**src/rtl/instr_fetch_if.sv**
```systemverilog
// Instruction-fetch port bundle: instruction-memory request/ack side,
// branch/jump redirect, and the valid/ready handshake toward decode.
// The fetch unit is the master; memory/decode/branch logic form the slave side.
interface instr_fetch_if;
   logic        imem_req;
   logic [31:0] imem_addr;
   logic        imem_ack;
   logic [31:0] imem_instruction;
   logic        redirect;
   logic [31:0] redirect_pc;
   logic        out_valid;
   logic        out_ready;
   logic [31:0] out_instruction;
   logic [31:0] out_pc;

   modport master (
      output imem_req,
      output imem_addr,
      input  imem_ack,
      input  imem_instruction,
      input  redirect,
      input  redirect_pc,
      output out_valid,
      input  out_ready,
      output out_instruction,
      output out_pc
   );

   modport slave (
      input  imem_req,
      input  imem_addr,
      output imem_ack,
      output imem_instruction,
      output redirect,
      output redirect_pc,
      input  out_valid,
      output out_ready,
      input  out_instruction,
      input  out_pc
   );
endinterface

```
**src/rtl/instr_fetch.sv**
```systemverilog
// Instruction-fetch front end: sequential PC generation, single-outstanding
// request to instruction memory, 2-entry {pc, instr} prefetch buffer, and
// redirect that flushes buffered and in-flight work.
//
// state | meaning
// ------+---------------------------------------------------------------
// IDLE  | no request; buffer full (or just reset), waiting for a free slot
// REQ   | request for fetch_pc on the memory port, waiting for ack
// DROP  | request abandoned by a redirect; hold stale address until ack
module instr_fetch #(
   parameter logic [31:0] RESET_PC = 32'h0000_0000
) (
   input  logic         clk,
   input  logic         reset,
   instr_fetch_if.master bus
);

   typedef enum logic [1:0] {
      IDLE = 2'd0,
      REQ  = 2'd1,
      DROP = 2'd2
   } state_t;

   state_t      state;
   state_t      state_next;

   logic [31:0] fetch_pc;
   logic [31:0] stale_addr;
   logic [1:0]  count;
   logic [1:0]  count_next;

   // head is the entry presented to decode; tail is the second slot
   logic [31:0] head_pc;
   logic [31:0] head_instr;
   logic [31:0] tail_pc;
   logic [31:0] tail_instr;

   logic        pop;
   logic        push;
   logic        push_to_tail;

   // Handshake events and buffer occupancy; redirect cancels both pop and push
   always_comb begin
      pop          = 1'b0;
      push         = 1'b0;
      count_next   = count;
      push_to_tail = 1'b0;
      pop  = (count != 2'd0) && bus.out_ready && !bus.redirect;
      push = (state == REQ) && bus.imem_ack && !bus.redirect;
      if (bus.redirect) begin
         count_next = 2'd0;
      end else begin
         count_next = count + {1'b0, push} - {1'b0, pop};
      end
      // after an optional shift, the new word lands in the first free slot
      push_to_tail = pop ? (count == 2'd2) : (count == 2'd1);
   end

   // Next-state logic; redirect wins in every state
   always_comb begin
      state_next = state;
      case (state)
         IDLE: begin
            if (bus.redirect || (count_next < 2'd2)) begin
               state_next = REQ;
            end
         end
         REQ: begin
            if (bus.redirect) begin
               state_next = bus.imem_ack ? REQ : DROP;
            end else if (bus.imem_ack) begin
               state_next = (count_next < 2'd2) ? REQ : IDLE;
            end
         end
         DROP: begin
            // stale data is discarded on ack whether or not another redirect arrives
            if (bus.imem_ack) begin
               state_next = REQ;
            end
         end
         default: state_next = IDLE;
      endcase
   end

   // FSM state register
   always_ff @(posedge clk) begin
      if (reset) begin
         state <= IDLE;
      end else begin
         state <= state_next;
      end
   end

   // Fetch PC, stale request address, occupancy and buffer storage
   always_ff @(posedge clk) begin
      if (reset) begin
         fetch_pc   <= RESET_PC;
         stale_addr <= RESET_PC;
         count      <= 2'd0;
         head_pc    <= 32'h0;
         head_instr <= 32'h0;
         tail_pc    <= 32'h0;
         tail_instr <= 32'h0;
      end else if (bus.redirect) begin
         count    <= 2'd0;
         fetch_pc <= bus.redirect_pc & 32'hFFFF_FFFC;
         // the in-flight address must stay on the port until memory acks it;
         // a redirect while already in DROP keeps the original stale address
         if ((state == REQ) && !bus.imem_ack) begin
            stale_addr <= fetch_pc;
         end
      end else begin
         count <= count_next;
         if (push) begin
            fetch_pc <= fetch_pc + 32'd4;
         end
         if (pop) begin
            head_pc    <= tail_pc;
            head_instr <= tail_instr;
         end
         // later assignment overrides the shift when the push lands in the head
         if (push) begin
            if (push_to_tail) begin
               tail_pc    <= fetch_pc;
               tail_instr <= bus.imem_instruction;
            end else begin
               head_pc    <= fetch_pc;
               head_instr <= bus.imem_instruction;
            end
         end
      end
   end

   assign bus.imem_req        = (state == REQ) || (state == DROP);
   assign bus.imem_addr       = (state == DROP) ? stale_addr : fetch_pc;
   assign bus.out_valid       = (count != 2'd0);
   assign bus.out_pc          = head_pc;
   assign bus.out_instruction = head_instr;

endmodule

```
**src/flat_wrapper.sv**
```systemverilog
// flat-port wrapper written by rule: the top's interface ports become plain ports
module instr_fetch_flat 
#(
   parameter logic [31:0] RESET_PC = 32'h0000_0000
)
  (clk, reset, bus_imem_req, bus_imem_addr, bus_imem_ack, bus_imem_instruction, bus_redirect, bus_redirect_pc, bus_out_valid, bus_out_ready, bus_out_instruction, bus_out_pc);
  instr_fetch_if bus_i ();
  input  logic clk;
  input  logic reset;
  output wire logic [$bits(bus_i.imem_req)-1:0] bus_imem_req;
  output wire logic [$bits(bus_i.imem_addr)-1:0] bus_imem_addr;
  input wire logic [$bits(bus_i.imem_ack)-1:0] bus_imem_ack;
  input wire logic [$bits(bus_i.imem_instruction)-1:0] bus_imem_instruction;
  input wire logic [$bits(bus_i.redirect)-1:0] bus_redirect;
  input wire logic [$bits(bus_i.redirect_pc)-1:0] bus_redirect_pc;
  output wire logic [$bits(bus_i.out_valid)-1:0] bus_out_valid;
  input wire logic [$bits(bus_i.out_ready)-1:0] bus_out_ready;
  output wire logic [$bits(bus_i.out_instruction)-1:0] bus_out_instruction;
  output wire logic [$bits(bus_i.out_pc)-1:0] bus_out_pc;
  assign bus_imem_req = bus_i.imem_req;
  assign bus_imem_addr = bus_i.imem_addr;
  assign bus_i.imem_ack = bus_imem_ack;
  assign bus_i.imem_instruction = bus_imem_instruction;
  assign bus_i.redirect = bus_redirect;
  assign bus_i.redirect_pc = bus_redirect_pc;
  assign bus_out_valid = bus_i.out_valid;
  assign bus_i.out_ready = bus_out_ready;
  assign bus_out_instruction = bus_i.out_instruction;
  assign bus_out_pc = bus_i.out_pc;
  instr_fetch #(.RESET_PC(RESET_PC)) u_core (.clk(clk), .reset(reset), .bus(bus_i));
endmodule
```
**config.mk**
```make
export PLATFORM = sky130hd
export DESIGN_NAME = instr_fetch_flat
export DESIGN_NICKNAME = d
export VERILOG_FILES = /design/src/rtl/instr_fetch_if.sv /design/src/rtl/instr_fetch.sv /design/src/flat_wrapper.sv
export SDC_FILE = /design/constraint.sdc
export NUM_CORES = 1
export LEC_CHECK = 0
export ABC_CLOCK_PERIOD_IN_PS = 5600
export CORE_UTILIZATION = 58
export CTS_BUF_LIST = sky130_fd_sc_hd__clkbuf_8
export DETAILED_ROUTE_END_ITERATION = 6
export PLACE_DENSITY = 0.88
export SYNTH_ARGS = -nofsm -noshare
export SYNTH_HDL_FRONTEND = slang
export SYNTH_SLANG_ARGS = --single-unit
```
**constraint.sdc**
```tcl
create_clock -name clk -period 5.6 [get_ports clk]
set_input_delay 1.12 -clock clk [delete_from_list [all_inputs] [get_ports clk]]
set_output_delay 1.12 -clock clk [all_outputs]
set_load 0.005 [all_outputs]
```
# Word-level counts from Yosys, hierarchy flattened
# Cells that the tools add are included.
# W data, S select, Z words.
[op_classes] n_addsub=3 magnitude_cmp=1 n_eq_ne=7 muxes=18 n_bitwise=1 reduce_logical=16
[op_table] cell="$mux W32" count=9
[op_table] cell="$add A32 B3 Y32 const B" count=1
[op_table] cell="$mux W2" count=6
[op_table] cell="$pmux W2 S3" count=1
[op_table] cell="$reduce_and A3 Y1" count=2
[op_table] cell="$logic_and A1 B1 Y1" count=5
[op_table] cell="$eq A2 B1 Y1 const B" count=2
[op_table] cell="$eq A2 B2 Y1 const B" count=2
[op_table] cell="$reduce_bool A2 Y1" count=2
[op_table] cell="$ne A3 B3 Y1 const B" count=1
[op_table] cell="$add A2 B1 Y2" count=1
[op_table] cell="$logic_not A1 Y1" count=2
[op_table] cell="$logic_not A2 Y1" count=1
[op_table] cell="$logic_or A1 B1 Y1" count=2
[op_table] cell="$lt A2 B2 Y1 const B" count=1
[op_table] cell="$mux W1" count=2
[op_table] cell="$ne A2 B1 Y1 const B" count=1
[op_table] cell="$ne A2 B2 Y1 const B" count=1
[op_table] cell="$reduce_and A2 Y1" count=1
[op_table] cell="$reduce_or A2 Y1" count=1
[op_table] cell="$sub A2 B1 Y2" count=1
[op_table] cell="$not A1 Y1" count=1
[word_totals] regBits=196 inputBits=69 out_inout_bits=98 wordCells=55

# Longest topological paths before layout
# Gate-level depths: netlist of the first run.
[logic_depth] ltp_word=11 ltp_mapped=12 depth_no_buf=9

# Worst setup path after synthesis of the first run
# OpenSTA, ideal clock, no wires.
[synth_path] kind="input port to flip-flop" start="input port bus_out_ready" end="register u_core.state[1]" setup_ns=0.128 arrival_time_ns=3.314 required_time_ns=5.472 slack_ns=2.159 cell_stages=11 path_buffers=2 path_cell_list="nor2b_1 and2_1 clkbuf_1 buf_2 ha_1 inv_1 ha_1 xor3_1 a311oi_1 mux2i_1 nor2_1"
[synth_via] elab_chain_len=8
[synth_lines] item="start, declared" line_no="flat_wrapper.sv:17" source="input wire logic [$bits(bus_i.out_ready)-1:0] bus_out_ready;"
[synth_lines] item="$logic_and A1 B1 Y1 (2 in a row)" line_no="instr_fetch.sv:48" source="pop = (count != 2'd0) && bus.out_ready && !bus.redirect;"
[synth_lines] item="$sub A2 B1 Y2" line_no="instr_fetch.sv:53" source="count_next = count + {1'b0, push} - {1'b0, pop};"
[synth_lines] item="$mux W2" line_no="instr_fetch.sv:50" source="if (bus.redirect) begin"
[synth_lines] item="$lt A2 B2 Y1" line_no="instr_fetch.sv:64" source="if (bus.redirect || (count_next < 2'd2)) begin"
[synth_lines] item="$logic_or A1 B1 Y1" line_no="instr_fetch.sv:64"
[synth_lines] item="$ne A2 B1 Y1 (no source line)"
[synth_lines] item="$reduce_and A3 Y1 (no source line)"
[synth_lines] item="end signal, assigned" line_no="instr_fetch.sv:90" source="state <= state_next;"
[synth_lines] item="end, declared" line_no="instr_fetch.sv:24" source="state_t state;"
# No other way between the ends.
# A chain may end at the register's enable or synchronous reset.

# Worst setup path in the final report of the first run
[layout_path] start="register u_core.state[0]" end="output port bus_imem_addr[31]"
[layout_via] elab_chain_len=2
[layout_lines] item="$eq A2 B2 Y1" line_no="instr_fetch.sv:135" source="assign bus.imem_addr = (state == DROP) ? stale_addr : fetch_pc;"
[layout_lines] item="$mux W32" line_no="instr_fetch.sv:135"
[layout_lines] item="end, declared" line_no="flat_wrapper.sv:11" source="output wire logic [$bits(bus_i.imem_addr)-1:0] bus_imem_addr;"
# No other way between the ends.

==> summary.md, run 1 <==
| Metric | Value |
|---|---|
| Die Span Y | roughly 120 um |
| Detail Route Antenna Nets | 0 |
| Internal | 0.00201 W |
| Cells after Synth | 1037 |
| Synth-to-Final Area Change | 22.0% |
| RD Place Congestion | 0.830 |
| Final setup viols | 0 |
| Via count | 8016 |
| Final wirelength | 23100 um |
| Die area | 0.0154 sq mm |
| ANT cells | 0 |
| Most used DFF post-synth | dfxtp_1 |
| First-pass GRT wire length | 38300 um |
| Drt first pass iters | 6 |
| Clock Power Share | 33.3% |
| Worst-case clock skew | 0.0119 ns |
| Sw frac | 25.6% |
| Layout cells sized above 1 | around 7.5% |
| Clock tree buffer depth | 2 |
| Setup TNS | 0 ns |
| CP startpoint | u_core.state[0] |
| Floorplan core area | 0.0145 sq mm |
| Ports | 167 |
| Relative slew margins | between 10% and 20% |
| Fmax | 235 MHz |
| P_sw | 0.000690 W |
| Port buffer count | 162 |
| #FFs+latches synth | 190 |
| Largest area contributor in the netlist | dfxtp_1 |
| Top cells by count, synth | nand2_1, dfxtp_1, a21oi_1 |
| Fillcell total | 1115 |
| Hold Startpoint | u_core.stale_addr[30] |
| Drt wl/cell | 17.4 um |
| Die Span X | 124 um |
| Crit. End Element | output port |
| Fraction of registers with async set or reset after synthesis | 0% |
| Most common cell in the netlist | nand2_1 |
| WP data arrival | 3.13 ns |
| Top cells by area, synth | dfxtp_1, nand2_1, mux2i_1 |
| Iteration-0 DRC Markers | 741 |
| Aggregate global-route resource usage | 30.1% |
| Cts bufs inserted | 17 |
| Pre-CTS setup slack | 1.51 ns |
| CTS Root Cell | clkbuf_8 |
| Critical Path Start Type | register |
| CP required | 4.48 ns |
| Combinational power share | 13.0% |
| # clock sinks | 190 |
| Worst skew pair latency | 0.47 ns |
| DRC errors left | 0 |
| Sequential Area | 0.00380 sq mm |
| Largest net degree at the start of global routing | 72 |
| Static Leakage | 3.56 nW |
| Syn. warnings | 0 |
| Post-synth EDFFs | 0 |
| Layout Nets | 1207 |
| H-tree levels | 4 |
| Max IR drop VDD | about 0.16 mV |
| Mapped Area | between 0.008 and 0.009 sq mm |
| Hpwl dp | 14500 um |
| Sequential-to-total area share from yosys stat | a little over two fifths |
| Fin crit period | 4.25 ns |
| Critical-path maximum fanout | 26 |
| Postcts setup bufs | 0 |
| Initial antenna violation count | 0 |
| Initial Utilization | 59.7% |
| Multi-input logic area | 0.00430 sq mm |
| Synth top area share | 43.9% |
| RR Startpoint | u_core.state[0] |
| Fin crit share | 76.0% |
| Worst slew pin tran | approximately 1.3 ns |
| Grt total ovfl | 0 |
| Slew Viols, Final | 0 |
| RSZ-0062 raised after global routing | no |
| Hold-fix buffers, CTS | 0 |
| TritonCTS clock tree | built |
| Worst hold path class | register to register |
| Vias per inst | about 6.0 |
| Reg clk slew, reported paths | 0.08 ns |
| Yosys cell types | 60 |
| Status | complete, no violations |
| Syn Area/Cell | 8.36 sq um |
| CP Class | register to output port |
| Seq pwr share | 53.7% |
| Max-Cap Viols | 0 |
| Post-cts sizing count | 0 |
| Std cell rows | 44 |
| PwrDens | between 200 and 300 mW/mm^2 |
| Setup ws final | 1.35 ns |
| Final hold viol count | 0 |
| Number of global-route vias before repair | 7512 |
==> through the flow <==
stage | hold WS, ns | util, % | total power [W] | cell area, sq um | cells
2_1_floorplan | 0.433 | - | 0.00164 | 8670 | 1038
3_3_place_gp | 0.438 | 70.1 | 0.00182 | 10200 | 1296
3_5_place_dp | 0.445 | 70.1 | 0.00182 | 10200 | 1296
4_1_cts | 0.457 | 72.8 | 0.00270 | 10600 | 1328
5_1_grt | 0.477 | 72.8 | 0.00281 | 10600 | 1328
6_report | 0.454 | 72.8 | 0.00270 | 10600 | 1328
==> placed cells by master, fill, tap and decap left out, types with 19 or more instances in the layout <==
master / instances
nand3_1: 21
inv_1: 28
mux2i_1: 52
clkdlybuf4s50_1: 161
dfxtp_1: 190
nor2_1: 77
buf_4: 19
nand2_1: 222
mux2_2: 25
clkbuf_8: 20
a221oi_1: 52
a21oi_1: 98
==> state kept, by name, summed over array words and instances, names as in the netlist <==
register	cells
u_core.count	2
u_core.tail_instr	32
u_core.bus.out_pc	32
u_core.fetch_pc	30
u_core.bus.out_instruction	32
u_core.state	2
u_core.tail_pc	30
u_core.stale_addr	30
==> worst paths after layout <==
kind / slack, ns / depth (start not counted) / endpoint
max: 1.35 / 5 / bus_imem_addr[31]
min: 0.45 / 2 / u_core.stale_addr[30]
max reg2reg: 2.74 / 5 / u_core.fetch_pc[26]
min reg2reg: 0.45 / 2 / u_core.stale_addr[30]
==> final cells by class <==
cell class	count	area share [%]
clock buffers	20	2.60
clock inverters	12	1.14
inverters	27	0.958
multi-input cells	715	40.6
flip-flops and latches	190	35.9
well taps	184	2.18
repair buffers	180	16.6
==> routing by layer <==
| metal | part of all wire [%] | GRT usage, % |
|---|---|---|
| met1 | 44 | 40.6 |
| met2 | 47 | 47.8 |
| met3 | 6.8 | 4.25 |
| met4 | 2.4 | 13.3 |
| met5 | 0 | 0 |
==> cell families (layout without fill, tap and decap cells) <==
family          Yosys count  after routing  synth area share, %
compound gates          235            235                 18.6
xor+xnor                 12             12                 1.39
fa+ha+maj                 7              7                 1.01
buf+inv                 133            239                 6.75
flops                   190            190                 43.9
mux                      77             77                 9.25
other cells               1              2               0.0432
simple gates            382            382                 19.1
==> worst max-delay path, stage by stage (launching register included) <==
cell	delay [ns]
dfxtp_1	0.36
inv_1	0.09
ha_1	1.02
buf_4	0.37
mux2_2	0.39
clkdlybuf4s50_1	0.45
==> power by group through the flow <==
stage | clock network [W] | registers, W | logic, W
finish | 0.000898 | 0.00145 | 0.000351
global route | 0.000974 | 0.00145 | 0.000378
CTS | 0.000906 | 0.00145 | 0.000349
detailed placement | 0 | 0.00148 | 0.000347
global placement | 0 | 0.00148 | 0.000341
floorplan | 0 | 0.00145 | 0.000190
Note: power is estimated with default switching activity, not from simulation.
==> run 2, diff against run 1 <==
--- a/config.mk
+++ b/config.mk
@@ -5,11 +5,11 @@
 export SDC_FILE = /design/constraint.sdc
 export NUM_CORES = 1
 export LEC_CHECK = 0
-export ABC_CLOCK_PERIOD_IN_PS = 5600
-export CORE_UTILIZATION = 58
+export ABC_CLOCK_PERIOD_IN_PS = 3800
+export CORE_UTILIZATION = 49
 export CTS_BUF_LIST = sky130_fd_sc_hd__clkbuf_8
 export DETAILED_ROUTE_END_ITERATION = 6
-export PLACE_DENSITY = 0.88
+export PLACE_DENSITY = 0.79
 export SYNTH_ARGS = -nofsm -noshare
 export SYNTH_HDL_FRONTEND = slang
 export SYNTH_SLANG_ARGS = --single-unit
==> constraint.sdc (replaced) <==
create_clock -name clk -period 3.8 [get_ports clk]
set_input_delay 0.76 -clock clk [delete_from_list [all_inputs] [get_ports clk]]
set_output_delay 0.76 -clock clk [all_outputs]
set_load 0.005 [all_outputs]
==> run 2 against run 1 <==
  * Core utilization down 11 points
  * Power up 52%
  * Die area up 18%
  * Clock power up 60%
  * Clock skew up 0.0022 ns
  * Hold slack better by 0.0024 ns
  * Cell area up 0.92%
  * Register-to-register slack worse by 1.7 ns
  * Largest cell class unchanged
==> summary.md, run 2 (synthesized netlist as in run 1, its figures left out) <==
| Metric | Value |
|---|---|
| WP data arrival | 2.37 ns |
| Met3 usage | about 4.5% |
| Drt first pass iters | 5 |
| Worst reg-to-reg path cell count | 9 |
| Critical Path Start Type | register |
| Crit. End Element | output port |
| H-tree levels | 4 |
| Power Total | 0.00409 W |
| TritonCTS clock tree | built |
| Grt total ovfl | 0 |
| Detail Route Antenna Nets | 0 |
| Hold-fix buffers, CTS | 0 |
| Max IR drop VDD | approximately 0.33 mV |
| Die area | 0.0182 sq mm |
| Final hold viol count | 0 |
| Floorplan core area | 0.0173 sq mm |
| Std cell rows | 48 |
| Setup TNS | 0 ns |
| Aggregate global-route resource usage | 25.2% |
| Fin crit period | 3.13 ns |
| Drt wl/cell | 16.8 um |
| Critical-path maximum fanout | 35 |
| Synth-to-Final Area Change | 23.2% |
| Fin crit share | 82.3% |
| Terminus of the critical flop-to-flop path | u_core.state[1] |
| Cts bufs inserted | 17 |
| Port buffer count | 162 |
| RR Startpoint | u_core.count[1] |
| Fmax | 320 MHz |
| Via count | 7751 |
| Clock tree buffer depth | 2 |
| Final wirelength | 23000 um |
| Die Span X | 135 um |
| Slew Viols, Final | 0 |
| CTS Root Cell | clkbuf_8 |
| Static Leakage | 3.58 nW |
| Initial Utilization | 50.1% |
| # clock sinks | 190 |
| Layout cells sized above 1 | 7.77% |
| Ports | 167 |
| Busiest grt layer | met2 |
| Routing usage on met2 | 41.7% |
| Worst hold path class | register to register |
| Commonest non-fill, non-tap cells in the layout | nand2_1, dfxtp_1, clkdlybuf4s50_1, a21oi_1, nor2_1 |
| Largest net degree at the start of global routing | 72 |
| Reg-to-reg slack, setup | 1.09 ns |
| Postcts setup bufs | 0 |
| Hpwl dp | 14700 um |
| Worst-case clock skew | about 0.014 ns |
| CP Class | register to output port |
| DRC errors left | 0 |
| DP Cell Count | ~1300 |
| Number of global-route vias before repair | 7128 |
| Final setup viols | 0 |
| Met1 Track Usage GR | 34.0% |
| PwrDens | 383 mW/mm^2 |
| Vias per inst | 5.65 |
| Dpl cell area | about 0.010 sq mm |
| RD Place Congestion | 0.893 |
| Final core occ | between 60% and 70% |
| ANT cells | 0 |
| Endpoint, Worst Hold | u_core.tail_pc[13] |
| Most common cell after layout, fill and taps aside | nand2_1 |
| Worst slew pin tran | just over 1 ns |
| Max-Cap Viols | 0 |
| Iteration-0 DRC Markers | 626 |
| Worst hold path cell count | 2 |
| Worst skew pair latency | ~0.46 ns |
| Relative slew margins | 32.1% |
| Initial antenna violation count | 0 |
| Status | complete, no violations |
| Hold Startpoint | u_core.tail_pc[13] |
| Non-Filler Instances | between 1000 and 1500 |
| Die Span Y | 135 um |
| Final Cell Area | about 0.011 sq mm |
| Fillcell total | 1531 |
| CP required | 3.04 ns |
| Reg clk slew, reported paths | 0.09 ns |
| RSZ-0062 raised after global routing | no |
| First-pass GRT wire length | 36500 um |
| Post-cts sizing count | 0 |
| Layout Nets | 1209 |
[run 2: changes by cell type in the layout (fill, tap and decap cells not counted)]
cell / previous run / this run
buf_4: 19 / 21
bufinv_16: 2 / 4
clkbuf_8: 20 / 17
clkinv_4: 2 / 0
clkinvlp_4: 2 / 3
inv_1: 28 / 27
inv_6: 0 / 3
[run 2: power by group]
group / switching, W / total, W / internal (W)
logic: 0.000236 / 0.000507 / 0.000271
registers: 0.0000837 / 0.00214 / 0.00206
clock network: 0.000725 / 0.00144 / 0.000716
total: 0.00104 / 0.00409 / 0.00305
[run 2: per-layer routing]
metal / vias up / share of wire (%)
li1: 3817 / -
met4: 0 / 0.63
met1: 3628 / 45
met5: - / 0
met3: 12 / 6.5
met2: 294 / 48
[run 2: critical path, stage by stage, from the launching register on]
cell	delay, ns
dfxtp_1	0.36
inv_1	0.09
ha_1	0.19
buf_4	0.40
mux2_2	0.40
clkdlybuf4s50_1	0.46
[run 2: how the worst max path moves through the flow]
| stage | startpoint | end | slack (ns) | cells past startpoint |
|---|---|---|---|---|
| floorplan | bus_out_ready | u_core.state[1] | 0.72 | 11 |
| global placement | bus_redirect | u_core.state[1] | 0.42 | 10 |
| detailed placement | bus_redirect | u_core.state[1] | 0.33 | 10 |
| CTS | u_core.state[0] | bus_imem_addr[31] | 0.63 | 5 |
| global route | u_core.state[0] | bus_imem_addr[18] | 0.52 | 5 |
| finish | u_core.state[0] | bus_imem_addr[18] | 0.67 | 5 |
[run 2: cell type report]
| type | instances | area (sq um) | area share, % |
|---|---|---|---|
| Multi-Input combinational cell | 715 | 4300 | 40.2 |
| Sequential cell | 190 | 3800 | 35.6 |
| Timing Repair Buffer | 182 | 1770 | 16.6 |
| Tap cell | 225 | 282 | 2.64 |
| Clock buffer | 17 | 234 | 2.19 |
| Clock inverter | 15 | 193 | 1.80 |
| Inverter | 27 | 101 | 0.949 |
[run 2: per-stage QoR]
stage / hold WS (ns) / setup slack (ns)
CTS: 0.459 / 0.629
detailed placement: 0.445 / 0.332
global route: 0.474 / 0.521
floorplan: 0.433 / 0.719
finish: 0.456 / 0.674
global placement: 0.438 / 0.418
